### src/rtl/demux_pkg.sv
// Shared definitions for the stream demux router: FSM state encoding and
// the helper that locates a channel's slice in a packed output bus.
package demux_pkg;

    typedef logic [1:0] state_t;

    localparam state_t ST_IDLE = 2'd0;
    localparam state_t ST_PKT  = 2'd1;
    localparam state_t ST_DROP = 2'd2;

    function automatic int slice_lsb(input int idx, input int width);
        return idx * width;
    endfunction

endpackage

### src/rtl/stream_slot.sv
// One-entry valid/ready holding register carrying a data word plus a last flag.
module stream_slot #(
    parameter int WIDTH = 8
) (
    input  logic             clk,
    input  logic             rst_n,
    input  logic             push_valid,
    input  logic [WIDTH-1:0] push_data,
    input  logic             push_last,
    output logic             can_accept,
    output logic             out_valid,
    output logic [WIDTH-1:0] out_data,
    output logic             out_last,
    input  logic             out_ready
);

    logic push;

    // A full slot can still take a beat when the downstream pops it this cycle.
    assign can_accept = !out_valid || out_ready;
    assign push       = push_valid && can_accept;

    always_ff @(posedge clk or negedge rst_n) begin
        if (!rst_n) begin
            out_valid <= 1'b0;
            out_data  <= '0;
            out_last  <= 1'b0;
        end else if (push) begin
            out_valid <= 1'b1;
            out_data  <= push_data;
            out_last  <= push_last;
        end else if (out_ready) begin
            out_valid <= 1'b0;
        end
    end

endmodule

### src/rtl/demux_stream_router.sv
// Routes a valid/ready stream to one of N_OUT buffered channels, locking the
// destination for the whole packet and dropping packets with an illegal select.
module demux_stream_router #(
    parameter int WIDTH = 8,
    parameter int N_OUT = 8,
    parameter int SEL_W = $clog2(N_OUT)
) (
    input  logic                   clk,
    input  logic                   rst_n,
    input  logic [WIDTH-1:0]       in_data,
    input  logic                   in_valid,
    input  logic                   in_last,
    input  logic [SEL_W-1:0]       in_sel,
    output logic                   in_ready,
    output logic [N_OUT*WIDTH-1:0] out_data,
    output logic [N_OUT-1:0]       out_valid,
    output logic [N_OUT-1:0]       out_last,
    input  logic [N_OUT-1:0]       out_ready,
    output logic                   err_sel,
    output logic                   busy,
    output logic [SEL_W-1:0]       active_sel
);

    import demux_pkg::*;

    localparam int N_PAD = 1 << SEL_W;

    state_t             state;
    logic [SEL_W-1:0]   target_sel;
    logic               sel_legal;
    logic               route_en;
    logic               accept;
    logic [N_OUT-1:0]   can_accept;
    logic [N_PAD-1:0]   can_accept_ext;
    logic [N_OUT-1:0]   push_en;

    // Padding lets an out-of-range select index the ready vector safely.
    assign can_accept_ext = N_PAD'(can_accept);
    assign target_sel     = (state == ST_PKT) ? active_sel : in_sel;
    assign sel_legal      = ({{(32-SEL_W){1'b0}}, in_sel} < 32'(N_OUT));
    assign route_en       = (state == ST_PKT) || ((state == ST_IDLE) && sel_legal);
    assign accept         = in_valid && in_ready;

    always_comb begin
        in_ready = 1'b0;
        case (state)
            ST_IDLE: in_ready = sel_legal ? can_accept_ext[in_sel] : 1'b1;
            ST_PKT:  in_ready = can_accept_ext[active_sel];
            ST_DROP: in_ready = 1'b1;
            default: in_ready = 1'b0;
        endcase
    end

    genvar i;
    generate
        for (i = 0; i < N_OUT; i++) begin : g_slot
            assign push_en[i] = in_valid && route_en && (target_sel == SEL_W'(i));

            stream_slot #(
                .WIDTH(WIDTH)
            ) u_slot (
                .clk       (clk),
                .rst_n     (rst_n),
                .push_valid(push_en[i]),
                .push_data (in_data),
                .push_last (in_last),
                .can_accept(can_accept[i]),
                .out_valid (out_valid[i]),
                .out_data  (out_data[slice_lsb(i, WIDTH) +: WIDTH]),
                .out_last  (out_last[i]),
                .out_ready (out_ready[i])
            );
        end
    endgenerate

    // active_sel doubles as the lock register; err_sel is a single-cycle pulse.
    always_ff @(posedge clk or negedge rst_n) begin
        if (!rst_n) begin
            state      <= ST_IDLE;
            err_sel    <= 1'b0;
            busy       <= 1'b0;
            active_sel <= '0;
        end else begin
            err_sel <= 1'b0;
            case (state)
                ST_IDLE: begin
                    if (accept) begin
                        if (!sel_legal) begin
                            err_sel <= 1'b1;
                            if (!in_last) state <= ST_DROP;
                        end else if (!in_last) begin
                            state      <= ST_PKT;
                            busy       <= 1'b1;
                            active_sel <= in_sel;
                        end
                    end
                end
                ST_PKT: begin
                    if (accept && in_last) begin
                        state      <= ST_IDLE;
                        busy       <= 1'b0;
                        active_sel <= '0;
                    end
                end
                ST_DROP: begin
                    if (accept && in_last) state <= ST_IDLE;
                end
                default: state <= ST_IDLE;
            endcase
        end
    end

endmodule

### config.mk
export PLATFORM = sky130hd
export DESIGN_NAME = demux_stream_router
export DESIGN_NICKNAME = d
export VERILOG_FILES = /design/src/rtl/demux_pkg.sv /design/src/rtl/stream_slot.sv /design/src/rtl/demux_stream_router.sv
export SDC_FILE = /design/constraint.sdc
export NUM_CORES = 1
export LEC_CHECK = 0
export CAP_MARGIN = 20
export CORE_ASPECT_RATIO = 1.5
export CORE_UTILIZATION = 47
export DETAILED_ROUTE_END_ITERATION = 12
export PLACE_DENSITY_LB_ADDON = 0.05
export SYNTH_ARGS = -nofsm -noshare
export SYNTH_HDL_FRONTEND = slang
export SYNTH_SLANG_ARGS = --single-unit
### constraint.sdc
create_clock -name clk -period 2.3 [get_ports clk]
set_clock_uncertainty 0.15 [all_clocks]
set_input_delay 0.23 -clock clk [delete_from_list [all_inputs] [get_ports clk]]
set_output_delay 0.23 -clock clk [all_outputs]
set_load 0.02 [all_outputs]
; ---- Yosys cells after proc, flatten, opt, wreduce, memory -nomap -nowiden
; Index checks and enable logic that the tools add are counted.
[classes]
n_eq_ne = 13
bitwise_logic = 0
muxes = 34
reduce_logical = 50
div = 0
n_shift = 0
addsub = 0
order_cmp = 2
n_mul = 0
[ops]
columns = operator, n
row1 = two-way mux 1 bit, 21
row2 = logical AND 1 bit, 19
row3 = nonzero test 2 bit, 9
row4 = equality test 3 bit (second input constant), 4
row5 = two-way mux 3 bit, 4
row6 = logical OR 1 bit, 9
row7 = logical NOT 1 bit, 8
row8 = less-than comparator 3 x 4 -> 1 bit (second input constant), 2
row9 = binary-select mux 1 bit (select 3 bit), 2
row10 = equality test 3 x 2 -> 1 bit (second input constant), 2
row11 = two-way mux 2 bit, 3
row12 = case mux 3 bit (2 select lines), 1
row13 = != test 2 x 1 -> 1 bit (second input constant), 2
row14 = != test 2 bit (second input constant), 2
row15 = case mux 2 bit (2 select lines), 1
row16 = AND reduction 4 bit, 1
row17 = equality test 3 x 1 -> 1 bit (second input constant), 1
row18 = logical NOT 3 bit, 1
row19 = case mux 1 bit (3 select lines), 1
row20 = AND reduction 3 bit, 1
row21 = equality test 2 x 1 -> 1 bit (second input constant), 1
row22 = equality test 2 bit (second input constant), 1
row23 = logical NOT 2 bit, 1
row24 = case mux 1 bit (2 select lines), 1
row25 = OR reduction 2 bit, 1
[totals]
latchBits = 0
in_bits = 23
mem_count = 0
ff_bits = 86
ramBits = 0
elab_cells = 126
output_inout_bits = 86
mem_bits_ro = 0

; ---- Longest topological paths before layout
; Gate-level depths: netlist of the first run.
[depth]
ltp_word = 9
ltp_mapped = 6
ltp_nobuf = 5

; ---- By module
; From an unflattened synthesis of the first run, not the netlist that was laid out.
[unflattened]
hier_cells = 239
hier_area_um2 = 3920.0
[modules_own_cells]
columns = mod, area_each_um2, cells_each, seq_area_each_um2, n_inst
row1 = stream_slot, 425.4, 22, 250.2, 8
row2 = demux_stream_router, 516.7, 63, 100.1, 1

; ---- Least setup slack after synthesis of the first run
; OpenSTA, ideal clock, no wires.
[synth_timing]
path_kind = reg2reg
startpoint = register busy (netlist name)
endpoint = register g_slot[6].u_slot.out_data[0]
required_ps = 2025
setup_time_ps = 125
stages_incl_launch_ff = 7
arrival_ps = 1711
setup_slack_ps = 314
period_less_slack_ps = 1986
path_cell_list = dfrtp_1 -> clkbuf_8 -> mux2i_1 -> nand2b_1 -> nor2_1 -> nand2_1 -> mux2_2
[synth_rtl]
columns = element, line
row1 = end signal: assignment, stream_slot.sv:30  ; out_data <= push_data;
row2 = end: declaration, stream_slot.sv:12  ; output logic [WIDTH-1:0] out_data,

; ---- Final worst setup path of the first run
[layout_timing]
startpoint = input port out_ready[7]
endpoint = output port in_ready
[layout_via]
elab_chain_cells = 4
elab_cells_between_ends = 6
cone_classes = mux: 5 / reduce/logical: 1
[layout_lines]
columns = element, line
row1 = start: declaration, demux_stream_router.sv:18  ; input logic [N_OUT-1:0] out_ready,
row2 = logical OR 1 bit *, stream_slot.sv:20  ; assign can_accept = !out_valid || out_ready;
row3 = "binary-select mux 1 bit (select 3 bit), on equally long branches", "demux_stream_router.sv:48, demux_stream_router.sv:47"
row4 = "two-way mux 1 bit, on equally long branches", "demux_stream_router.sv:48, demux_stream_router.sv:47"
row5 = case mux 1 bit (3 select lines) *, demux_stream_router.sv:46  ; case (state)
row6 = end: declaration, demux_stream_router.sv:14  ; output logic in_ready,
; Mark *: on every way between the ends. The rest lies on a longest branch, timed or not. The select of a mux whose other input is x is not followed.

==> results of run 1 <==
==> cells in the mapped netlist (2+ instances only) <==
library cell  number
nor2_1            11
mux2i_1            2
nand2_2            2
nor3b_1            3
mux2_2            72
clkbuf_8           2
dfrtp_1           84
inv_1              2
buf_4             17
nand2_1            8
o21ai_0           10
a211o_1            3
mux4_2             4
nand2b_1           8
nand2b_4           2
nand3_1            2
==> power by group <==
part           switching, mW  internal (mW)
sequential             0.410           2.18
combinational           1.75           2.01
clock                  0.503          0.520
==> worst max-delay path by stage <==
stage / start / to / slack, ns / depth (start not counted)
floorplan: busy$_DFFE_PN0P_ / g_slot[6].u_slot.out_data[0]$_DFFE_PN0P_ / 0.31 / 6
global placement: out_ready[3] / in_ready / -0.35 / 7
detailed placement: out_ready[7] / in_ready / -0.36 / 7
CTS: out_ready[7] / in_ready / 0.02 / 7
global route: g_slot[3].u_slot.out_valid$_DFFE_PN0P_ / in_ready / -0.02 / 6
finish: out_ready[7] / in_ready / 0.03 / 7
==> per-stage QoR <==
| step | area [um^2] | worst slack [ns] | power [mW] | util [%] | setup TNS (ns) |
|---|---|---|---|---|---|
| 5_1_grt | 5066 | -0.02279 | 7.762 | 69.64 | -0.02279 |
| 6_report | 5066 | 0.02986 | 7.370 | 69.64 | 0 |
| 2_1_floorplan | 3568 | 0.3140 | 4.628 | - | 0 |
| 4_1_cts | 5051 | 0.01669 | 7.432 | 69.44 | 0 |
| 3_5_place_dp | 4848 | -0.3582 | 6.385 | 66.65 | -0.5912 |
| 3_3_place_gp | 4848 | -0.3481 | 6.306 | 66.65 | -0.5310 |
==> registers in the layout (all words and copies together), names as in the netlist <==
register and flops:
busy 1, g_slot.u_slot.out_valid 8, g_slot.u_slot.out_last 8, active_sel 3, g_slot.u_slot.out_data 64
==> metal layers <==
layer | part of all wire, % | global-route usage, %
met1 | 41 | 26.07
met2 | 51 | 38.69
met3 | 5.8 | 7.671
met4 | 1.9 | 7.983
met5 | 0 | 0
==> cells by family (layout without fill, tap and decap cells) <==
group,Yosys count,count (layout),share of synthesized area [%]
other cells,1,1,0.1051
simple gates,39,39,6.101
compound gates,19,19,3.507
mux,79,79,26.23
buf+inv,24,154,4.909
flops,84,84,58.91
xor+xnor,1,1,0.2455
==> layout make-up <==
| type | instances | area (um^2) | area share [%] |
|---|---|---|---|
| Multi-Input combinational cell | 139 | 1291 | 25.49 |
| Tap cell | 100 | 125.1 | 2.470 |
| Inverter | 3 | 11.26 | 0.2223 |
| Clock buffer | 10 | 137.6 | 2.717 |
| Sequential cell | 84 | 2102 | 41.49 |
| Timing Repair Buffer | 136 | 1346 | 26.57 |
| Clock inverter | 5 | 52.55 | 1.037 |
==> what timing repair did <==
action	4_1_cts	5_1_grt
resized for setup	4	0
setup buffers	1	2
hold buffers	1	0
pin swaps	0	0
endpoints found under the setup margin	1	1
endpoints found under the hold margin	47	0
cloned	0	0
==> metrics, run 1 <==
status completed; critical path's largest stage delay 0.50 ns; initial antenna violation count 0; power per cell area 1455 nW/um^2; CTS H-tree depth 3; area grow syn2layout 41.97%; TritonCTS Buffers 9; first-pass GRT wire length ~13000 um; fmax between 400 and 500 MHz; Worst setup SP type primary input; final period utilization a little over nine tenths; Final Max Slew Viols 0; Syn Area/Cell about 14 um^2; CTS root buffer clkbuf_8; Max Fanout on Critical Path 3; WHS roughly 0.31 ns; Hold WC Path Type primary input to asynchronous set/reset pin; die width ~73 um; Synth Instances about 250; clock buffer depth 2; drt initial violations ~80; Synth top area share between 50% and 60%; Via density slightly below 5; Clock Pin Slew Worst Setup and Hold Paths 0.08 ns; asr flop ratio synth 100.0%; WP buf/inv 2; leakage about 2.2 nW; final hold viol count 0; Die Y around 110 um; Synth warnings 0; RSZ-0062 raised after global routing true; most area-hungry cell type in the Yosys netlist dfrtp_1; worst-skew pair later-pin latency around 0.34 ns; DRC viols 0; fill cell count 564; synthesized area roughly 3600 um^2; Ports roughly 110; Final min period ~2.3 ns; worst reg2reg endpoint g_slot[5].u_slot.out_data[0]$_DFFE_PN0P_; CTS tree built; GRT Residual Overflow 0; syn_nets 270; Placed Instances about 460; number of nets in the layout a little under 400; Placer Congestion between 0.8 and 0.9; CP delay by family, top multiplexers; number of antenna diodes 0; critical path cell sequence clkdlybuf4s50_1, nand2b_1, mux4_2, mux2_4, nor2_1, a21oi_1, buf_2; Post-DP HPWL around 6000 um; Data arrival, critical path between 1.5 and 2 ns; Row Count 38; vias approximately 2400; DRT Wirelength around 8300 um; largest cells by area after synthesis dfrtp_1 59%, mux2_2 23%, buf_4 3.6%; DRT Pass-1 Iters 4; share of post-route cells with drive strength above 1 between 30% and 40%; Initial Util between 40 and 50%; number of flops mapped to enable cells by yosys 0; commonest non-fill, non-tap cell in the layout clkdlybuf4s50_1; sequential area share after synthesis around 59%; final setup vio count 0; largest net degree at the start of global routing 50; cell depth of the worst flop-to-flop path 5; Req. time, crit path roughly 1.9 ns; Final Non-Filler Cells 477; Reg-to-Reg Start busy$_DFFE_PN0P_; GRT Util Overall 22.62%; most frequent cells in the layout 105 x clkdlybuf4s50_1, 84 x dfrtp_1, 72 x mux2_2; port buffer count about 110; Die Area between 7000 and 8000 um^2; Routed wire per std cell 17.41 um; Slew @ Worst Pin 0.6156 ns; clk sink count between 80 and 90; vias in the first global route between 2000 and 2500; Max Cap Viol 0; VDD IR max a little under 1 mV; prevailing post-synth register cell dfrtp_1; reg2reg setup slack 0.20 ns; kind of critical path primary input to output port; Yosys reg bits 84; Max-slew headroom a little under 60%; Core Region around 7300 um^2; CP max-delay cell mux4_2; element type at the critical path end output port; DRT antenna net count 0; Synth cell types 31
(Power assumes the default switching activity.)
==> run 2: changes to the inputs <==
REMOVE_ABC_BUFFERS = 1   (was unset)
==> run 2 against run 1 <==
Net effect: flip-flop and latch count is the same; clock power shrank 8%; utilization grew 0.26 points; combinational power is essentially flat; fmax shrank 0.34%; non-clock buffer count grew 2; global-route usage grew 0.34 points; final area grew 0.37%; critical endpoint unchanged; largest cell class unchanged.
==> metrics, run 2 (synthesis results as in run 1) <==
final period utilization 99.03% (was 98.70%); Initial Util 49.05% (unchanged); final setup vio count 0 (unchanged); Via density 5.132 (was 4.962); Routed wire per std cell 17.31 um (was 17.41 um); Psw 2.634 mW (was 2.659 mW); most frequent cells in the layout 105 x clkdlybuf4s50_1, 84 x dfrtp_1, 72 x mux2_2 (unchanged); largest reg by FF count g_slot.u_slot.out_data (unchanged); Largest register FFs 64 (unchanged); Reg-to-Reg Start busy$_DFFE_PN0P_ (unchanged); worst-skew pair later-pin latency 0.34 ns (about the same); number of antenna diodes 0 (unchanged); GRT Residual Overflow 0 (unchanged); vias in the first global route 2534 (was 2487); vias 2453 (was 2367); TritonCTS Buffers 9 (unchanged); share of post-route cells with drive strength above 1 34.66% (was 34.22%); Max Fanout on Critical Path 3 (unchanged); DRT antenna net count 0 (unchanged); final instance area 5085 um^2 (was 5066 um^2); Placed Instances 460 (was 458); Fin Setup TNS 0 ns (unchanged); leakage 2.191 nW (was 2.192 nW); GRT Util Overall 22.96% (was 22.62%); Ports 109 (unchanged); die width 73.15 um (unchanged); element type at the critical path end output port (unchanged); placed cell areas 4863 um^2 (was 4848 um^2); Top Registers g_slot.u_slot.out_data (64), g_slot.u_slot.out_last (8), g_slot.u_slot.out_valid (8) (unchanged); Internal 4.681 mW (was 4.711 mW); Worst setup SP type primary input (unchanged); area grow syn2layout 42.50% (was 41.97%); WHS 0.2539 ns (was 0.3140 ns); Row Count 38 (unchanged); clk sink count 84 (unchanged); VDD IR max 0.8091 mV (was 0.9628 mV); Req. time, crit path 1.92 ns (about the same); sequential share of power 35.4% (was 35.1%); DRT Wirelength 8276 um (was 8304 um); Final Non-Filler Cells 478 (was 477); fmax 439.0 MHz (was 440.5 MHz); status completed (unchanged); Hold WC Path Type primary input to asynchronous set/reset pin (unchanged); Sw Ratio 36.01% (was 36.08%); number of nets in the layout 398 (was 396); Die Y 108.7 um (unchanged); Placer Congestion 0.8525 (was 0.8651); clock buffer depth 2 (unchanged); Post-DP HPWL 5923 um (was 5915 um); kind of critical path primary input to output port (unchanged); Max-slew headroom 63.34% (was 58.96%); Max Cap Viol 0 (unchanged); first-pass GRT wire length 13030 um (was 13070 um); initial antenna violation count 0 (unchanged); Worst Setup SP out_ready[4] (was out_ready[7]); RSZ-0062 raised after global routing true (unchanged); CTS H-tree depth 3 (unchanged); Data arrival, critical path 1.90 ns (was 1.89 ns); fill cell count 568 (was 564); final hold viol count 0 (unchanged); DRC viols 0 (unchanged); DRT Pass-1 Iters 4 (unchanged); port buffer count 107 (unchanged); Die Area 7952 um^2 (unchanged); Slew @ Worst Pin 0.5500 ns (was 0.6156 ns); clock share of power 12.9% (was 13.9%); drt initial violations 72 (was 78); largest net degree at the start of global routing 44 (was 50); Final min period 2.278 ns (was 2.270 ns); Core Region 7274 um^2 (unchanged); Clock Pin Slew Worst Setup and Hold Paths 0.08 ns (about the same); Final Max Slew Viols 0 (unchanged); CTS root buffer clkbuf_8 (unchanged); commonest non-fill, non-tap cell in the layout clkdlybuf4s50_1 (unchanged); CTS tree built (unchanged); combinational power share 51.8% (was 51.0%); power per cell area 1439 nW/um^2 (was 1455 nW/um^2)
run 2: worst max-delay path, cell delays in order:
cell             delay [ns]
clkdlybuf4s50_1        0.41
nand2b_1               0.19
mux4_2                 0.49
mux2_4                 0.29
nor2_2                 0.08
a21oi_1                0.04
buf_4                  0.16
run 2: power groups by stage:
stage               Clock (mW)  Sequential, mW  Combinational (mW)
floorplan                    0            3.47               0.951
global placement             0            2.58                3.74
detailed placement           0            2.61                3.78
CTS                      0.974            2.58                3.80
global route              1.03            2.67                3.99
finish                   0.942            2.59                3.79
run 2: final timing paths:
| kind | slack, ns | end | cells after the start |
|---|---|---|---|
| setup / recovery | 0.02 | in_ready | 7 |
| setup reg to reg | 0.23 | g_slot[6].u_slot.out_data[1]$_DFFE_PN0P_ | 6 |
| hold reg to reg | 0.36 | g_slot[4].u_slot.out_data[7]$_DFFE_PN0P_ | 1 |
| max in group asynchronous | 1.11 | g_slot[6].u_slot.out_data[2]$_DFFE_PN0P_ | 3 |
| hold / removal | 0.25 | g_slot[2].u_slot.out_valid$_DFFE_PN0P_ | 2 |
| min in group clk | 0.36 | g_slot[4].u_slot.out_data[7]$_DFFE_PN0P_ | 1 |
run 2: timing repair:
| action | 4_1_cts | 5_1_grt |
|---|---|---|
| resized for setup | 5 | 3 |
| hold buffers | 1 | 0 |
| endpoints found under the setup margin | 1 | 1 |
| buffers inserted | 1 | 2 |
| hold endpoints to repair | 41 | 0 |
run 2: stage by stage:
step	power, mW	utilization, %	setup WS [ns]
floorplan	4.420	-	0.1939
global placement	6.323	66.86	-0.3377
detailed placement	6.388	66.86	-0.3443
CTS	7.359	69.50	0.01805
global route	7.695	69.90	-0.04038
finish	7.315	69.90	0.02220
run 2: final cells by class:
cell class | count | area, um^2 | area share (%)
multi-input combinational | 139 | 1306 | 25.69
sequential | 84 | 2102 | 41.34
timing repair buffer | 138 | 1364 | 26.82
clock buffer | 13 | 168.9 | 3.322
tap | 100 | 125.1 | 2.461
inverter | 3 | 11.26 | 0.2215
clock inverter | 1 | 7.507 | 0.1476
run 2: metal layers:
| layer | global-route usage [%] | vias up | routed length [um] |
|---|---|---|---|
| met5 | 0 | - | 0 |
| met4 | 12.32 | 0 | 203 |
| met3 | 6.377 | 20 | 589 |
| met2 | 38.69 | 91 | 4252 |
| met1 | 26.10 | 1230 | 3230 |
| li1 | - | 1112 | - |
==> run 3: changes to the inputs <==
ABC_AREA = 1   (was unset)
CORE_MARGIN = 1.5   (was unset)
==> run 3 against run 2 <==
Net effect: flip-flop and latch count unchanged; final cell count grew 22%; critical path depth increased by 1; synthesized area rose by 1.1%; global-route usage shrank 0.062 points; worst setup slack better by 0.14 ns; utilization is 2.6 points lower; sequential share of layout area is 0.27 points higher; final area fell by 0.59%; synthesized cell count up 49%; largest power group unchanged.
==> metrics, run 3 <==
Initial Util 48.02% (was 49.05%); final hold viol count 0 (unchanged); RSZ-0062 raised after global routing false (was true); critical path's largest stage delay 0.47 ns (was 0.49 ns); kind of critical path flip-flop to output port (was primary input to output port); GRT Residual Overflow 0 (unchanged); Hold WC Path Type primary input to asynchronous set/reset pin (unchanged); met3 Resource Use GR 6.545% (was 6.377%); share of post-route cells with drive strength above 1 13.57% (was 34.66%); DRT Pass-1 Iters 4 (unchanged); placed cell areas 4728 um^2 (was 4863 um^2); prevailing post-synth register cell dfrtp_1 (unchanged); sequential area share after synthesis 58.25% (was 58.91%); Die Y 110.3 um (was 108.7 um); Top Registers g_slot.u_slot.out_data (64), g_slot.u_slot.out_last (8), g_slot.u_slot.out_valid (8) (unchanged); Core Region 7515 um^2 (was 7274 um^2); Yosys reg bits 84 (unchanged); Synth warnings 0 (unchanged); Placer Congestion 0.8925 (was 0.8525); number of nets in the layout 498 (was 398); final core area utilization 67.27% (was 69.90%); number of antenna diodes 0 (unchanged); Largest register FFs 64 (unchanged); Psw 2.933 mW (was 2.634 mW); leakage 2.407 nW (was 2.191 nW); largest net degree at the start of global routing 52 (was 44); fmax 467.0 MHz (was 439.0 MHz); clk sink count 84 (unchanged); Top Usage Layer GRT met2 (unchanged); PnR Total Power 7.659 mW (was 7.315 mW); count leader, synth nand2_1 (was dfrtp_1); CTS tree built (unchanged); Max Cap Viol 0 (unchanged); Post-DP HPWL 6157 um (was 5923 um); Req. time, crit path 1.92 ns (about the same); critical path cell sequence inv_2, nand2_1, nand3_1, nand2_1, nand2_1, nand2_1, nor2_1, dlygate4sd2_1 (was clkdlybuf4s50_1, nand2b_1, mux4_2, mux2_4, nor2_2, a21oi_1, buf_4); largest cells by area after synthesis dfrtp_1 58%, nand2_1 12%, o21ai_0 5.0% (was dfrtp_1 59%, mux2_2 23%, buf_4 3.6%); power per cell area 1515 nW/um^2 (was 1439 nW/um^2); met2 Usage GRT 39.67% (was 38.69%); CP dominant cell by count nand2_1; Final min period 2.141 ns (was 2.278 ns); GRT Util Overall 22.90% (was 22.96%); final period utilization 93.10% (was 99.03%); CP max-delay cell dfrtp_2 (was mux4_2); drt initial violations 119 (was 72); DRC viols 0 (unchanged); most area-hungry cell type in the Yosys netlist dfrtp_1 (unchanged); CTS H-tree depth 3 (unchanged); Final Max Slew Viols 0 (unchanged); vias 2787 (was 2453); Sw Ratio 38.30% (was 36.01%); Data arrival, critical path 1.76 ns (was 1.90 ns); clock buffer depth 2 (unchanged); Synth top area share 58.25% (was 58.91%); WHS 0.2290 ns (was 0.2539 ns); synthesized area 3608 um^2 (was 3568 um^2); element type at the critical path end output port (unchanged); DRT Wirelength 8698 um (was 8276 um); Via density 4.797 (was 5.132); clock share of power 20.0% (was 12.9%); met1 Use GR 26.36% (was 26.10%); Ports 109 (unchanged); Max Fanout on Critical Path 7 (was 3); CTS root buffer clkbuf_16 (was clkbuf_8); port buffer count 107 (unchanged); commonest non-fill, non-tap cell in the layout nand2_1 (was clkdlybuf4s50_1); Routed wire per std cell 14.97 um (was 17.31 um); Post-synth top cells 119 x nand2_1, 84 x dfrtp_1, 36 x o21ai_0, 23 x o21ai_1, 21 x inv_1 (was 84 x dfrtp_1, 72 x mux2_2, 17 x buf_4, 11 x nor2_1, 10 x o21ai_0); die width 74.54 um (was 73.15 um); vias in the first global route 2734 (was 2534); final instance area 5055 um^2 (was 5085 um^2); DRT antenna net count 0 (unchanged); sequential share of power 33.1% (was 35.4%); Internal 4.726 mW (was 4.681 mW); final setup vio count 0 (unchanged); area grow syn2layout 40.08% (was 42.50%); fill cell count 646 (was 568); Die Area 8223 um^2 (was 7952 um^2); worst-skew pair later-pin latency 0.34 ns (about the same); status completed (unchanged); Synth cell types 26 (was 31); Syn Area/Cell 9.779 um^2 (was 14.45 um^2); VDD IR max 0.7226 mV (was 0.8091 mV); most frequent cells in the layout 119 x nand2_1, 105 x clkdlybuf4s50_1, 83 x dfrtp_1 (was 105 x clkdlybuf4s50_1, 84 x dfrtp_1, 72 x mux2_2); Setup Fix Bufs, Post-CTS 0 (was 1); TritonCTS Buffers 9 (unchanged); Worst setup SP type flip-flop (was primary input); number of flops mapped to enable cells by yosys 0 (unchanged); asr flop ratio synth 100.0% (unchanged); first-pass GRT wire length 13600 um (was 13030 um); largest reg by FF count g_slot.u_slot.out_data (unchanged); initial antenna violation count 0 (unchanged); Synth Instances 369 (was 247); Row Count 39 (was 38); combinational power share 46.9% (was 51.8%); Clock Pin Slew Worst Setup and Hold Paths 0.06 ns (was 0.08 ns)
run 3: cell count changes in the layout (fill, tap and decap cells not counted), moves of 15 or more:
cell / before / now
nand2_1: 8 / 119
mux2_2: 72 / 0
o21ai_0: 10 / 36
o21ai_1: 0 / 23
inv_1: 2 / 21
buf_4: 27 / 12
nand3_1: 2 / 17
run 3: layer usage:
metal | vias to the layer above | routed length (um)
met5 | - | 0
met4 | 0 | 156
met3 | 12 | 473
met2 | 80 | 4583
met1 | 1313 | 3484
li1 | 1382 | -
run 3: critical path: cells and delay by family, from the launching register on:
family / cells / cell delay, ns
buf+inv: 2 / 0.49
simple gates: 6 / 0.48
flops: 1 / 0.47
run 3: logic make-up after synthesis:
family | count (synthesis) | synth area share (%)
simple gates | 155 | 20.70
flops | 84 | 58.25
compound gates | 76 | 12.48
buf+inv | 53 | 8.460
other cells | 1 | 0.1039
run 3: through the flow:
stage                     setup TNS (ns)  worst slack [ns]  cells
after floorplan                        0            0.3633    343
after global placement                 0           0.01098    565
after detailed placement       -0.002971         -0.002971    565
after CTS                              0            0.1463    581
after global routing                   0           0.02239    581
final                                  0            0.1587    581
run 3: layout make-up:
type                       count  area (um^2)  area share (%)
sequential                    84         2103           41.61
multi-input combinational    232         1201           23.76
timing repair buffer         121         1200           23.74
clock buffer                  11        242.7           4.802
tap                          102        127.6           2.525
inverter                      27        106.4           2.104
clock inverter                 4        73.82           1.460
run 3: timing repair:
item,in CTS,in global routing
setup endpoints to repair,1,0
hold endpoints to repair,33,0
resized for setup,2,0
hold buffers,1,0
run 3: final timing paths:
kind | start | endpoint | slack (ns) | depth (start not counted)
setup / recovery | active_sel[0]$_DFFE_PN0P_ | in_ready | 0.16 | 8
hold / removal | rst_n | active_sel[1]$_DFFE_PN0P_ | 0.23 | 2
max in group asynchronous | rst_n | g_slot[4].u_slot.out_data[4]$_DFFE_PN0P_ | 1.15 | 3
setup reg to reg | busy$_DFFE_PN0P_ | g_slot[6].u_slot.out_last$_DFFE_PN0P_ | 0.34 | 6
min in group clk | g_slot[1].u_slot.out_data[0]$_DFFE_PN0P_ | g_slot[1].u_slot.out_data[0]$_DFFE_PN0P_ | 0.33 | 2
hold reg to reg | g_slot[1].u_slot.out_data[0]$_DFFE_PN0P_ | g_slot[1].u_slot.out_data[0]$_DFFE_PN0P_ | 0.33 | 2
run 3: power by group through the flow:
stage | combinational (mW) | clock [mW] | sequential [mW]
3_5_place_dp | 3.63 | 0 | 2.54
4_1_cts | 3.63 | 1.56 | 2.53
6_report | 3.59 | 1.53 | 2.53
3_3_place_gp | 3.58 | 0 | 2.52
5_1_grt | 3.90 | 1.61 | 2.61
2_1_floorplan | 1.07 | 0 | 3.30
